### src/rtl/spi_pkg.sv
// spi_pkg: shared mode type and constants for the SPI slave FIFO block
package spi_pkg;
    typedef struct packed {
        logic cpol;
        logic cpha;
    } spi_mode_t;
    localparam int          SYNC_STAGES       = 2;
    localparam logic [31:0] IDLE_FILL_DEFAULT = 32'h0;
endpackage

### src/rtl/sync_fifo.sv
// sync_fifo: first-word-fall-through FIFO with occupancy output
module sync_fifo #(
    parameter  int DATA_WIDTH = 8,
    parameter  int FIFO_DEPTH = 16,
    localparam int AW         = $clog2(FIFO_DEPTH)
) (
    input  logic                  i_clk,
    input  logic                  i_rst_n,
    input  logic                  i_push,
    input  logic [DATA_WIDTH-1:0] i_data,
    input  logic                  i_pop,
    output logic [DATA_WIDTH-1:0] o_data,
    output logic                  o_full,
    output logic                  o_empty,
    output logic [AW:0]           o_level
);
    logic [DATA_WIDTH-1:0] mem_q [FIFO_DEPTH];
    logic [AW-1:0]         wptr_q, wptr_d, rptr_q, rptr_d;
    logic [AW:0]           cnt_q, cnt_d;
    logic                  do_push, do_pop;

    assign o_full  = cnt_q == (AW+1)'(FIFO_DEPTH);
    assign o_empty = cnt_q == '0;
    assign o_level = cnt_q;
    assign o_data  = mem_q[rptr_q];
    assign do_pop  = i_pop && !o_empty;
    assign do_push = i_push && (!o_full || do_pop);

    // advance pointers and occupancy on accepted push/pop
    always_comb begin
        wptr_d = wptr_q + AW'(do_push);
        rptr_d = rptr_q + AW'(do_pop);
        cnt_d  = cnt_q + (AW+1)'(do_push) - (AW+1)'(do_pop);
    end

    // pointer and occupancy registers
    always_ff @(posedge i_clk or negedge i_rst_n) begin
        if (!i_rst_n) begin
            wptr_q <= '0;
            rptr_q <= '0;
            cnt_q  <= '0;
        end else begin
            wptr_q <= wptr_d;
            rptr_q <= rptr_d;
            cnt_q  <= cnt_d;
        end
    end

    // storage, written only on accepted push
    always_ff @(posedge i_clk) begin
        if (do_push) mem_q[wptr_q] <= i_data;
    end
endmodule

### src/rtl/spi_slave_fifo.sv
// spi_slave_fifo: SPI slave (all four modes) with TX/RX FIFOs and sticky error flags
module spi_slave_fifo
    import spi_pkg::*;
#(
    parameter  int                    DATA_WIDTH = 8,
    parameter  int                    FIFO_DEPTH = 16,
    parameter  logic [DATA_WIDTH-1:0] IDLE_FILL  = IDLE_FILL_DEFAULT[DATA_WIDTH-1:0],
    localparam int                    LW         = $clog2(FIFO_DEPTH) + 1
) (
    input  logic                  i_clk,
    input  logic                  i_rst_n,
    input  logic                  i_sclk,
    input  logic                  i_cs_n,
    input  logic                  i_mosi,
    output logic                  o_miso,
    output logic                  o_miso_oe,
    input  logic                  i_cpol,
    input  logic                  i_cpha,
    input  logic [DATA_WIDTH-1:0] i_tx_data,
    input  logic                  i_tx_valid,
    output logic                  o_tx_ready,
    output logic [DATA_WIDTH-1:0] o_rx_data,
    output logic                  o_rx_valid,
    input  logic                  i_rx_ready,
    output logic [LW-1:0]         o_tx_level,
    output logic [LW-1:0]         o_rx_level,
    output logic                  o_busy,
    output logic                  o_rx_overrun,
    output logic                  o_tx_underrun,
    input  logic                  i_clr_err
);
    localparam int BW = $clog2(DATA_WIDTH);

    logic [SYNC_STAGES-1:0] sclk_sync_q, sclk_sync_d, cs_sync_q, cs_sync_d, mosi_sync_q, mosi_sync_d;
    logic [SYNC_STAGES:0]   warm_q, warm_d;
    logic                   sclk_prev_q, sclk_prev_d, cs_prev_q, cs_prev_d;
    logic                   armed_q, armed_d, active_q, active_d;
    spi_mode_t              mode_q, mode_d;
    logic [BW-1:0]          bit_cnt_q, bit_cnt_d;
    logic [DATA_WIDTH-1:0]  rx_sr_q, rx_sr_d, tx_sr_q, tx_sr_d, rx_word_q, rx_word_d;
    logic                   rx_push_q, rx_push_d, miso_q, miso_d, ovr_q, ovr_d, udr_q, udr_d;

    logic                   sclk_s, cs_s, mosi_s, rise, fall, lead, trail, sample_e, shift_e;
    logic                   start, in_frame, word_done, load, cpha_l, tx_pop, rx_pop;
    logic                   tx_full, tx_empty, rx_full, rx_empty;
    logic [DATA_WIDTH-1:0]  tx_head, load_word;

    assign sclk_s    = sclk_sync_q[SYNC_STAGES-1];
    assign cs_s      = cs_sync_q[SYNC_STAGES-1];
    assign mosi_s    = mosi_sync_q[SYNC_STAGES-1];
    assign rise      = sclk_s && !sclk_prev_q;
    assign fall      = !sclk_s && sclk_prev_q;
    // a frame only starts on a CS fall seen after CS was genuinely observed high
    assign start     = cs_prev_q && !cs_s && armed_q;
    assign in_frame  = active_q && !cs_s;
    assign lead      = in_frame && (mode_q.cpol ? fall : rise);
    assign trail     = in_frame && (mode_q.cpol ? rise : fall);
    assign sample_e  = mode_q.cpha ? trail : lead;
    assign shift_e   = mode_q.cpha ? lead : trail;
    assign word_done = sample_e && bit_cnt_q == BW'(DATA_WIDTH - 1);
    assign load      = start || word_done;
    assign cpha_l    = start ? i_cpha : mode_q.cpha;
    assign load_word = tx_empty ? IDLE_FILL : tx_head;
    assign tx_pop    = load && !tx_empty;
    assign rx_pop    = !rx_empty && i_rx_ready;

    assign o_busy        = in_frame;
    assign o_miso_oe     = in_frame;
    assign o_miso        = miso_q && in_frame;
    assign o_tx_ready    = !tx_full;
    assign o_rx_valid    = !rx_empty;
    assign o_rx_overrun  = ovr_q;
    assign o_tx_underrun = udr_q;

    // synchronizers, frame tracking, shift registers and error flags
    always_comb begin
        sclk_sync_d = {sclk_sync_q[SYNC_STAGES-2:0], i_sclk};
        cs_sync_d   = {cs_sync_q[SYNC_STAGES-2:0], i_cs_n};
        mosi_sync_d = {mosi_sync_q[SYNC_STAGES-2:0], i_mosi};
        sclk_prev_d = sclk_s;
        cs_prev_d   = cs_s;
        warm_d      = {warm_q[SYNC_STAGES-1:0], 1'b1};
        armed_d     = armed_q || (&warm_q && cs_s);
        active_d    = cs_s ? 1'b0 : (start ? 1'b1 : active_q);
        mode_d      = start ? spi_mode_t'({i_cpol, i_cpha}) : mode_q;
        bit_cnt_d   = !in_frame ? '0 : word_done ? '0 : sample_e ? bit_cnt_q + BW'(1) : bit_cnt_q;
        rx_sr_d     = !in_frame ? '0 : sample_e ? {rx_sr_q[DATA_WIDTH-2:0], mosi_s} : rx_sr_q;
        rx_word_d   = word_done ? {rx_sr_q[DATA_WIDTH-2:0], mosi_s} : rx_word_q;
        rx_push_d   = word_done;
        tx_sr_d     = tx_sr_q;
        miso_d      = miso_q;
        if (load) begin
            tx_sr_d = cpha_l ? load_word : {load_word[DATA_WIDTH-2:0], 1'b0};
            miso_d  = cpha_l ? miso_q : load_word[DATA_WIDTH-1];
        end else if (!in_frame) begin
            tx_sr_d = '0;
            miso_d  = 1'b0;
        end else if (shift_e && (mode_q.cpha || bit_cnt_q != '0)) begin
            tx_sr_d = {tx_sr_q[DATA_WIDTH-2:0], 1'b0};
            miso_d  = tx_sr_q[DATA_WIDTH-1];
        end
        ovr_d = (ovr_q && !i_clr_err) || (rx_push_q && rx_full && !rx_pop);
        udr_d = (udr_q && !i_clr_err) || (load && tx_empty);
    end

    // state registers
    always_ff @(posedge i_clk or negedge i_rst_n) begin
        if (!i_rst_n) begin
            sclk_sync_q <= '0;
            cs_sync_q   <= '1;
            mosi_sync_q <= '0;
            sclk_prev_q <= 1'b0;
            cs_prev_q   <= 1'b1;
            warm_q      <= '0;
            armed_q     <= 1'b0;
            active_q    <= 1'b0;
            mode_q      <= '0;
            bit_cnt_q   <= '0;
            rx_sr_q     <= '0;
            tx_sr_q     <= '0;
            rx_word_q   <= '0;
            rx_push_q   <= 1'b0;
            miso_q      <= 1'b0;
            ovr_q       <= 1'b0;
            udr_q       <= 1'b0;
        end else begin
            sclk_sync_q <= sclk_sync_d;
            cs_sync_q   <= cs_sync_d;
            mosi_sync_q <= mosi_sync_d;
            sclk_prev_q <= sclk_prev_d;
            cs_prev_q   <= cs_prev_d;
            warm_q      <= warm_d;
            armed_q     <= armed_d;
            active_q    <= active_d;
            mode_q      <= mode_d;
            bit_cnt_q   <= bit_cnt_d;
            rx_sr_q     <= rx_sr_d;
            tx_sr_q     <= tx_sr_d;
            rx_word_q   <= rx_word_d;
            rx_push_q   <= rx_push_d;
            miso_q      <= miso_d;
            ovr_q       <= ovr_d;
            udr_q       <= udr_d;
        end
    end

    sync_fifo #(.DATA_WIDTH(DATA_WIDTH), .FIFO_DEPTH(FIFO_DEPTH)) u_tx_fifo (
        .i_clk   (i_clk),
        .i_rst_n (i_rst_n),
        .i_push  (i_tx_valid && !tx_full),
        .i_data  (i_tx_data),
        .i_pop   (tx_pop),
        .o_data  (tx_head),
        .o_full  (tx_full),
        .o_empty (tx_empty),
        .o_level (o_tx_level)
    );

    sync_fifo #(.DATA_WIDTH(DATA_WIDTH), .FIFO_DEPTH(FIFO_DEPTH)) u_rx_fifo (
        .i_clk   (i_clk),
        .i_rst_n (i_rst_n),
        .i_push  (rx_push_q),
        .i_data  (rx_word_q),
        .i_pop   (rx_pop),
        .o_data  (o_rx_data),
        .o_full  (rx_full),
        .o_empty (rx_empty),
        .o_level (o_rx_level)
    );
endmodule

### config.mk
export PLATFORM = sky130hd
export DESIGN_NAME = spi_slave_fifo
export DESIGN_NICKNAME = d
export VERILOG_FILES = /design/src/rtl/spi_pkg.sv /design/src/rtl/sync_fifo.sv /design/src/rtl/spi_slave_fifo.sv
export SDC_FILE = /design/constraint.sdc
export NUM_CORES = 1
export LEC_CHECK = 0
export ABC_AREA = 0
export CAP_MARGIN = 30
export CELL_PAD_IN_SITES_DETAIL_PLACEMENT = 2
export CELL_PAD_IN_SITES_GLOBAL_PLACEMENT = 2
export CORE_MARGIN = 4
export CORE_UTILIZATION = 26
export DETAILED_ROUTE_END_ITERATION = 8
export HOLD_SLACK_MARGIN = 0.12
export PLACE_DENSITY_LB_ADDON = 0.1
export RECOVER_POWER = 25
export SLEW_MARGIN = 20
export SYNTH_ARGS = -nofsm -noshare
export SYNTH_HDL_FRONTEND = slang
export SYNTH_SLANG_ARGS = --single-unit
### constraint.sdc
create_clock -name i_clk -period 3.5 [get_ports i_clk]
set_input_delay 0.7 -clock i_clk [delete_from_list [all_inputs] [get_ports i_clk]]
set_output_delay 0.7 -clock i_clk [all_outputs]
set_load 0.1 [all_outputs]
* After elaboration in Yosys (flattened, before gate mapping)
Memory sizes are Yosys's and may differ from the RTL's.
Index checks and enable logic that the tools add are counted.
** Word-level totals
- Register bits :: 71
- Word-level logic and storage cells :: 112
- Input bits :: 18
- Memories kept :: 2
- Memory bits (writable) :: 256
- Output and inout port bits :: 25
** Operators by class
- Equality and inequality tests :: 7
- $add $sub $neg :: 9
- Reductions and logical operators :: 45
- Multiplexer cells :: 25
** Memory list
- u_rx_fifo.mem_q :: words 16, width 8, rd ports 1, clocked after Yosys merged registers in 0, wr ports 1, line sync_fifo.sv:17 : logic [DATA_WIDTH-1:0] mem_q [FIFO_DEPTH];
- u_tx_fifo.mem_q :: words 16, width 8, rd ports 1, clocked after Yosys merged registers in 0, wr ports 1, line sync_fifo.sv:17
** Operators by type and width (number)
- 8-bit two-way mux :: 5
- 1-bit logical AND :: 23
- 4-bit by 1-bit adder with 4-bit output :: 4
- 1-bit two-way mux :: 15
- 7-bit two-way mux :: 2
- 5-bit by 1-bit adder with 5-bit output :: 2
- 5-bit equality test, second input constant :: 2
- 5-bit zero test :: 2
- 5-bit by 1-bit subtractor with 5-bit output :: 2
- 1-bit zero test :: 9
- 3-bit two-way mux :: 3
- 1-bit logical OR :: 7
- 2-bit != test, second input constant :: 2
- 3-bit by 1-bit adder with 3-bit output, second input constant :: 1
- 3-bit equality test, second input constant :: 1
- 3-bit by 1-bit != test with 1-bit output, second input constant :: 1
- 3-bit != test, second input constant :: 1
- 3-bit AND reduction :: 1
- 3-bit nonzero test :: 1
- 2-bit AND reduction :: 1
- 2-bit nonzero test :: 1

* Longest topological paths before layout
Gate-level depths: netlist of the first run.
- Word-level depth :: 13
- Mapped depth :: 15
- Mapped depth without buffers :: 15

* Modules after synthesis
From an unflattened synthesis of the first run, not the netlist that was laid out.
** Unflattened totals
- Cell total of the unflattened synthesis :: 732
- Area, all modules :: 13335.3 sq um
** By module, submodules not included
- sync_fifo :: area an instance 5676.7 sq um, cells an instance 280, sequential area each 4169.0 sq um, times used 2
- spi_slave_fifo :: area an instance 1981.9 sq um, cells an instance 172, sequential area each 1129.8 sq um, times used 1

* Least setup slack after synthesis of the first run
OpenSTA, ideal clock, no wires.
- Path type :: reg-to-reg
- From :: register u_tx_fifo.cnt_q[2] (netlist: u_tx_fifo.o_level[2])
- To :: memory u_tx_fifo.mem_q[0][0], enable pin
- Data arrival time :: 3.552 ns
- Buffers on the path :: 1
- Stages on the path, launching flop included :: 8
- Setup time :: 0.383 ns
- Period minus slack after synthesis :: 3.936 ns
- Data required time :: 3.117 ns
- Path slack :: -0.436 ns
- Cells stage by stage :: dfrtp_1 inv_1 ha_1 nand3_1 and2_1 clkbuf_1 or3b_2 nor3_1
** Between the ends
- Elaborated cells between the ends (all ways) :: 11
- Classes of those cells :: eq/ne: 1; mux: 2; reduce/logical: 8
** RTL lines
- from (decl) :: line sync_fifo.sv:19 : logic [AW:0] cnt_q, cnt_d;
- from (signal assigned) :: line sync_fifo.sv:45 : cnt_q <= cnt_d;
- 5-bit equality test (*) :: line sync_fifo.sv:22 : assign o_full = cnt_q == (AW+1)'(FIFO_DEPTH);
- 1-bit zero test (*)
- via o_tx_ready :: line spi_slave_fifo.sv:21 : output logic o_tx_ready,
- 1-bit logical AND / 1-bit logical OR (equally long branches) :: line spi_slave_fifo.sv:150, sync_fifo.sv:27
- 1-bit logical AND (*) :: line sync_fifo.sv:27 : assign do_push = i_push && (!o_full || do_pop);
- 1-bit two-way mux (*) :: line sync_fifo.sv:51 : if (do_push) mem_q[wptr_q] <= i_data;
- 1-bit two-way mux (implied by the code) (*) :: line sync_fifo.sv:51
- to (decl) :: line sync_fifo.sv:17
Mark *: on every way through the listed nets, which the timed path passes. The rest lies on a longest branch.

* Final worst setup path of the first run
- From :: register u_rx_fifo.rptr_q[0]
- To :: output port o_rx_data[3]
** Between the ends
- Word-level cells in the longest chain between the ends :: 1
** RTL lines
- from (decl) :: line sync_fifo.sv:18 : logic [AW-1:0] wptr_q, wptr_d, rptr_q, rptr_d;
- from (signal assigned) :: line sync_fifo.sv:44 : rptr_q <= rptr_d;
- memory read 16 x 8 bit
- to (decl) :: line spi_slave_fifo.sv:22 : output logic [DATA_WIDTH-1:0] o_rx_data,
Every way passes these cells.

==> results of run 1 <==
## repair_timing
| item | in CTS | in global routing |
|---|---|---|
| hold buffers | 1 | 0 |
| setup buffers | 0 | 0 |
| hold endpoints to repair | 22 | 0 |
## layout make-up
class	instances	area [µm²]	share of cell area [%]
clock buffer	56	1130	7.02
clock inverter	18	272	1.68
inverter	27	101	0.629
multi-input combinational	321	3430	21.3
sequential	327	9480	58.8
tap	672	841	5.22
timing repair buffer	88	867	5.38
## Yosys cell counts (10+ instances only)
cell type,instances
a21oi_1,11
xnor2_1,10
ha_1,21
mux4_2,71
a22o_1,10
clkbuf_1,18
nand2b_1,10
nor2_1,52
inv_1,27
mux2i_1,11
dfrtp_1,68
mux2_2,11
edfxtp_1,256
## final timing paths
kind,startpoint,endpoint,slack (ns),cells past startpoint
min in group asynchronous,i_rst_n,u_tx_fifo.wptr_q[3],1.04,2
hold reg to reg,sclk_sync_q[0],sclk_sync_q[1],0.36,0
hold / removal,sclk_sync_q[0],sclk_sync_q[1],0.36,0
setup reg to reg,bit_cnt_q[0],u_tx_fifo.o_level[4],0.53,16
setup / recovery,u_rx_fifo.rptr_q[0],o_rx_data[3],0.19,4
max in group asynchronous,i_rst_n,u_rx_fifo.rptr_q[0],1.43,2
## sequential cells by signal, summed over array words and instances (netlist names), 5 cells and up
signal,flops
tx_sr_q,8
u_tx_fifo.o_level,5
u_rx_fifo.mem_q,128
rx_sr_q,7
rx_word_q,8
u_tx_fifo.mem_q,128
u_rx_fifo.o_level,5
## worst max-delay path: cells and delay by family (launching register included)
family   cells  cell delay [ns]
flops        1             0.38
mux          2             1.16
buf+inv      2             0.47
## cells by family (layout without fill, tap and decap cells)
family / after synthesis / in the layout / synth area share, %
adder cells (fa/ha/maj): 23 / 23 / 2.30
AND/OR/NAND/NOR: 123 / 123 / 4.85
AO/OA/AOI/OAI: 63 / 63 / 3.61
XOR/XNOR: 18 / 18 / 1.26
flip-flops: 327 / 327 / 72.0
buffers and inverters: 60 / 189 / 2.02
other: 1 / 1 / 0.0285
multiplexers: 93 / 93 / 13.9
## per-layer routing
metal | vias to the layer above | part of all wire, % | wire length [µm] | GRT usage (%)
met5 | - | 0 | 0 | 0
met2 | 108 | 46 | 15300 | 19.7
met3 | 59 | 4.5 | 1490 | 2.79
met1 | 3608 | 47 | 15600 | 17.5
li1 | 2977 | - | - | -
met4 | 0 | 2.0 | 661 | 3.40
## power by group through the flow
stage               sequential [mW]  combinational, mW  clock (mW)
finish                         4.87               3.28        4.32
global route                   4.93               3.56        4.64
CTS                            4.89               3.38        4.48
detailed placement             4.96               3.36           0
global placement               4.93               3.28           0
floorplan                      5.16               2.06           0
## per-stage QoR
| stage | area, µm² | hold WS [ns] | power [mW] |
|---|---|---|---|
| after floorplan | 13200 | 0.331 | 7.22 |
| after CTS | 16100 | 0.359 | 12.7 |
| after detailed placement | 14700 | 0.337 | 8.32 |
| after global placement | 14700 | 0.338 | 8.21 |
| after global routing | 16100 | 0.365 | 13.1 |
| final | 16100 | 0.357 | 12.5 |
==> impl_metrics.ini, run 1 <==
[critical_path]
crit_required_ns = 2.80
critPathMaxFanout = 32
critPathCaptureType = primary output
max_stage_delay_ns = 0.60
cp_slowest_cell = mux4_2
cp.arrival_ns = 2.61
crit_chain = buf_12 -> mux4_2 -> mux4_2 -> buf_12
startpoint_type = flip-flop
crit_type = flip-flop to primary output

[layout]
drive_above_1_share_pct = 27.1
layout_common_cells = 256 x edfxtp_1, 71 x mux4_2, 62 x dfrtp_1
synthToLayoutAreaGrowth_pct = 22.6
diodes = 0
final_common_cell = edfxtp_1
stdcell_count = 1509
postLayoutCoreUtil_pct = 32.2
layout.nets = 846
n_fill_cell = 5087

[synth]
synth.net_count = 749
synth-seq-cells = 327
synthArstFlopShare_pct = 21.7
postSynthCellCount = 708
ys_seq_area_share_pct = 72.0
yosysWarnings = 0
synth.largest_area_cell = edfxtp_1
synth_edf_count = 256
synthFlopType = edfxtp_1
syn_area_per_cell_um2 = 18.6
synth_top_area_share_pct = 58.5
synthDistinctLibCells = 59
synth_area_leaders = edfxtp_1 58%, dfrtp_1 13%, mux4_2 12%, ha_1 2.0%, nor2_1 1.5%
syn_area_um2 = 13200

[status]
violations = capacitance limit, slew limit
outcome = finished, violations left

[floorplanning]
num_rows = 82
die_x_um = 233
dieArea_um2 = 54200
die_h_um = 233
core_um2 = 50100
pin_count = 43
start_util_pct = 26.3

[clock_tree]
cts.reportedPaths.clkPinSlew_ns = 0.06
cts_tree = done
h-tree-depth = 2
numCtsBuffers = 40
root_buffer = clkbuf_16
clock-sinks = 327
clockBufferDepth = 3
insertion_delay_ns = 0.57
cts_resized = 0

[timing]
fin_crit_ns = 3.31
period_share_pct = 94.7
tightest_slew_ns = 1.55
finalHoldViolCount = 0
relSlewSlack_pct = -3.30
max_freq_mhz = 302
final_max_slew_viol_count = 23
fin_setup_tns_ns = 0
rsz0062_at_grt = no
fin_worst_skew_ns = 0.0240
fin_ws_ns = 0.186
setup_viol = 0

[hold_path]
hold_path.class = flip-flop to flip-flop

[routing]
num_vias = 6752
dr.pass1.iters = 4
wl_mm = 33.0
ant_nets = 0
drc = 0
via_per_inst = 4.47
drt_first_iter_violations = 458
wire_per_inst_um = 21.9

[grt]
grt_pass1_vias = 7784
grt_pass1_wl_mm = 50.5
antenna_found_initial = 0
grt_max_degree = 50
track_usage_pct = 12.5
gr-total-overflow = 0

[pwr]
pwr-share-seq_pct = 39.1
cellLeakagePower_nw = 5.79
sw_frac_of_total_pct = 31.9
power.clock.fraction_pct = 34.7
p_per_area_nw_per_um2 = 774
vdd_ir_drop_max_mv = 0.707
power.net_switching_mw = 3.98
internal_power_mw = 8.49
p_comb_share_pct = 26.3

[place]
post-dp-hpwl_mm = 22.4
gp_congestion = 0.702
post-place-cells = 1434
io_buffers = 42
post-place-ws_ns = 0.526

[run]
drv_cap = 1
(Power assumes the default switching activity.)
==> run 2, diff against run 1 <==
--- a/config.mk
+++ b/config.mk
@@ -12,6 +12,7 @@
 export CORE_MARGIN = 4
 export CORE_UTILIZATION = 26
 export DETAILED_ROUTE_END_ITERATION = 8
+export GPL_TIMING_DRIVEN = 0
 export HOLD_SLACK_MARGIN = 0.12
 export PLACE_DENSITY_LB_ADDON = 0.1
 export RECOVER_POWER = 25
==> run 2 against run 1 <==
Sequential power fell by 3%. Utilization fell by 0.40 points. Register-to-register slack got worse by 0.18 ns. The run now ends clean. Combinational power rose by 5%. First-iteration DRC count fell by 6.8%. Flip-flop and latch count did not move. Clock skew barely moved. Hold slack barely moved. Via count did not move. Critical path type unchanged. Largest power group unchanged.
==> impl_metrics.ini, run 2 (synthesis gave the netlist of run 1 again) <==
[timing]
tightest_slew_ns = 1.43
finalHoldViolCount = 0
fin_crit_ns = 3.37
fin_worst_skew_ns = 0.0242
fin_setup_tns_ns = 0
setup_viol = 0
final_max_slew_viol_count = 0
rsz0062_at_grt = no
period_share_pct = 96.2
relSlewSlack_pct = 4.97
max_freq_mhz = 297

[layout]
synthToLayoutAreaGrowth_pct = 21.1
layout_common_cells = 256 x edfxtp_1, 71 x mux4_2, 63 x dfrtp_1
top_regs = u_rx_fifo.mem_q: 128 flops, u_tx_fifo.mem_q: 128 flops
final_common_cell = edfxtp_1
stdcell_count = 1521
diodes = 0
layout.nets = 859
drive_above_1_share_pct = 25.2
postLayoutCoreUtil_pct = 31.8

[routing]
dr.pass1.iters = 4
num_vias = 6752
wire_per_inst_um = 21.3
drt_first_iter_violations = 427
wl_mm = 32.4
ant_nets = 0
via_per_inst = 4.44
drc = 0

[floorplanning]
die_h_um = 233
core_um2 = 50100
die_x_um = 233
pin_count = 43
num_rows = 82
start_util_pct = 26.3
dieArea_um2 = 54200

[grt]
gr-total-overflow = 0
antenna_found_initial = 0
track_usage_pct = 12.3
grt_max_degree = 52
grt_pass1_vias = 7713
grt_pass1_wl_mm = 49.5

[clock_tree]
clockBufferDepth = 3
cts.reportedPaths.clkPinSlew_ns = 0.05
post_cts_buffers = 0
numCtsBuffers = 41
insertion_delay_ns = 0.56
cts_tree = done
root_buffer = clkbuf_16
clock-sinks = 327
h-tree-depth = 2

[critical_path]
crit_required_ns = 2.80
cp.arrival_ns = 2.67
reg2reg_depth = 15
worstReg2RegEnd = u_tx_fifo.o_level[4]
reg2reg_from = bit_cnt_q[0]
worstSetupStartpoint = u_rx_fifo.rptr_q[0]
critPathCaptureType = primary output
critPathMaxFanout = 10
crit_type = flip-flop to primary output
reg2reg_slack_ns = 0.35
endpoint = o_rx_data[4]
startpoint_type = flip-flop

[pwr]
p_per_area_nw_per_um2 = 762
vdd_ir_drop_max_mv = 0.617
finalPower_mw = 12.1
cellLeakagePower_nw = 5.69

[status]
outcome = completed

[place]
io_buffers = 42
gp_congestion = 0.733
post-place-cells = 1438
post-dp-hpwl_mm = 22.4

[hold_path]
worstHoldStart = mosi_sync_q[0]
hold_path.class = flip-flop to flip-flop

[run]
drv_cap = 0
[run 2: stage by stage]
stage	hold slack, ns	setup slack (ns)	cell area, µm²
2_1_floorplan	0.331	0.0845	13200
3_3_place_gp	0.335	-1.30	14400
3_5_place_dp	0.340	-0.511	14600
4_1_cts	0.362	0.0264	15800
5_1_grt	0.360	0.00596	15900
6_report	0.358	0.135	15900
[run 2: worst min path at each step]
stage / end / slack, ns / depth (start not counted)
floorplan: mosi_sync_q[1] / 0.33 / 0
global placement: mosi_sync_q[1] / 0.33 / 0
detailed placement: sclk_sync_q[1] / 0.34 / 0
CTS: mosi_sync_q[1] / 0.36 / 0
global route: sclk_sync_q[1] / 0.36 / 0
finish: mosi_sync_q[1] / 0.36 / 0
[run 2: per-layer routing]
layer	vias up	GRT usage (%)	routed length, µm
met4	0	3.19	605
met3	44	2.78	1360
met5	-	0	0
li1	3007	-	-
met2	106	19.6	15500
met1	3595	16.9	14900
[run 2: repair_timing]
item / in CTS / in global routing
pin swaps: 0 / 0
setup endpoints to repair: 8 / 2
hold buffers: 1 / 0
endpoints found under the hold margin: 20 / 0
resized for setup: 50 / 2
gates cloned: 0 / 0
[run 2: power by group]
group	switching, mW	leakage, nW	internal [mW]
registers	0.213	3.37	4.52
logic	2.14	1.71	1.31
clock network	1.61	0.613	2.34
[run 2: worst max-delay path, stage by stage, from the launching register on]
cell and delay [ns]:
dfrtp_2 0.46, buf_4 0.29, mux4_2 0.56, mux4_2 0.50, buf_2 0.31
[run 2: cell type report]
type / instances / area [µm²]
multi-input cells: 321 / 3480
flip-flops and latches: 327 / 9470
fillers: 5094 / 34100
well taps: 672 / 841
clock inverters: 15 / 100
plain buffers: 31 / 175
clock buffers: 59 / 1140
inverters: 27 / 101
repair buffers: 69 / 606
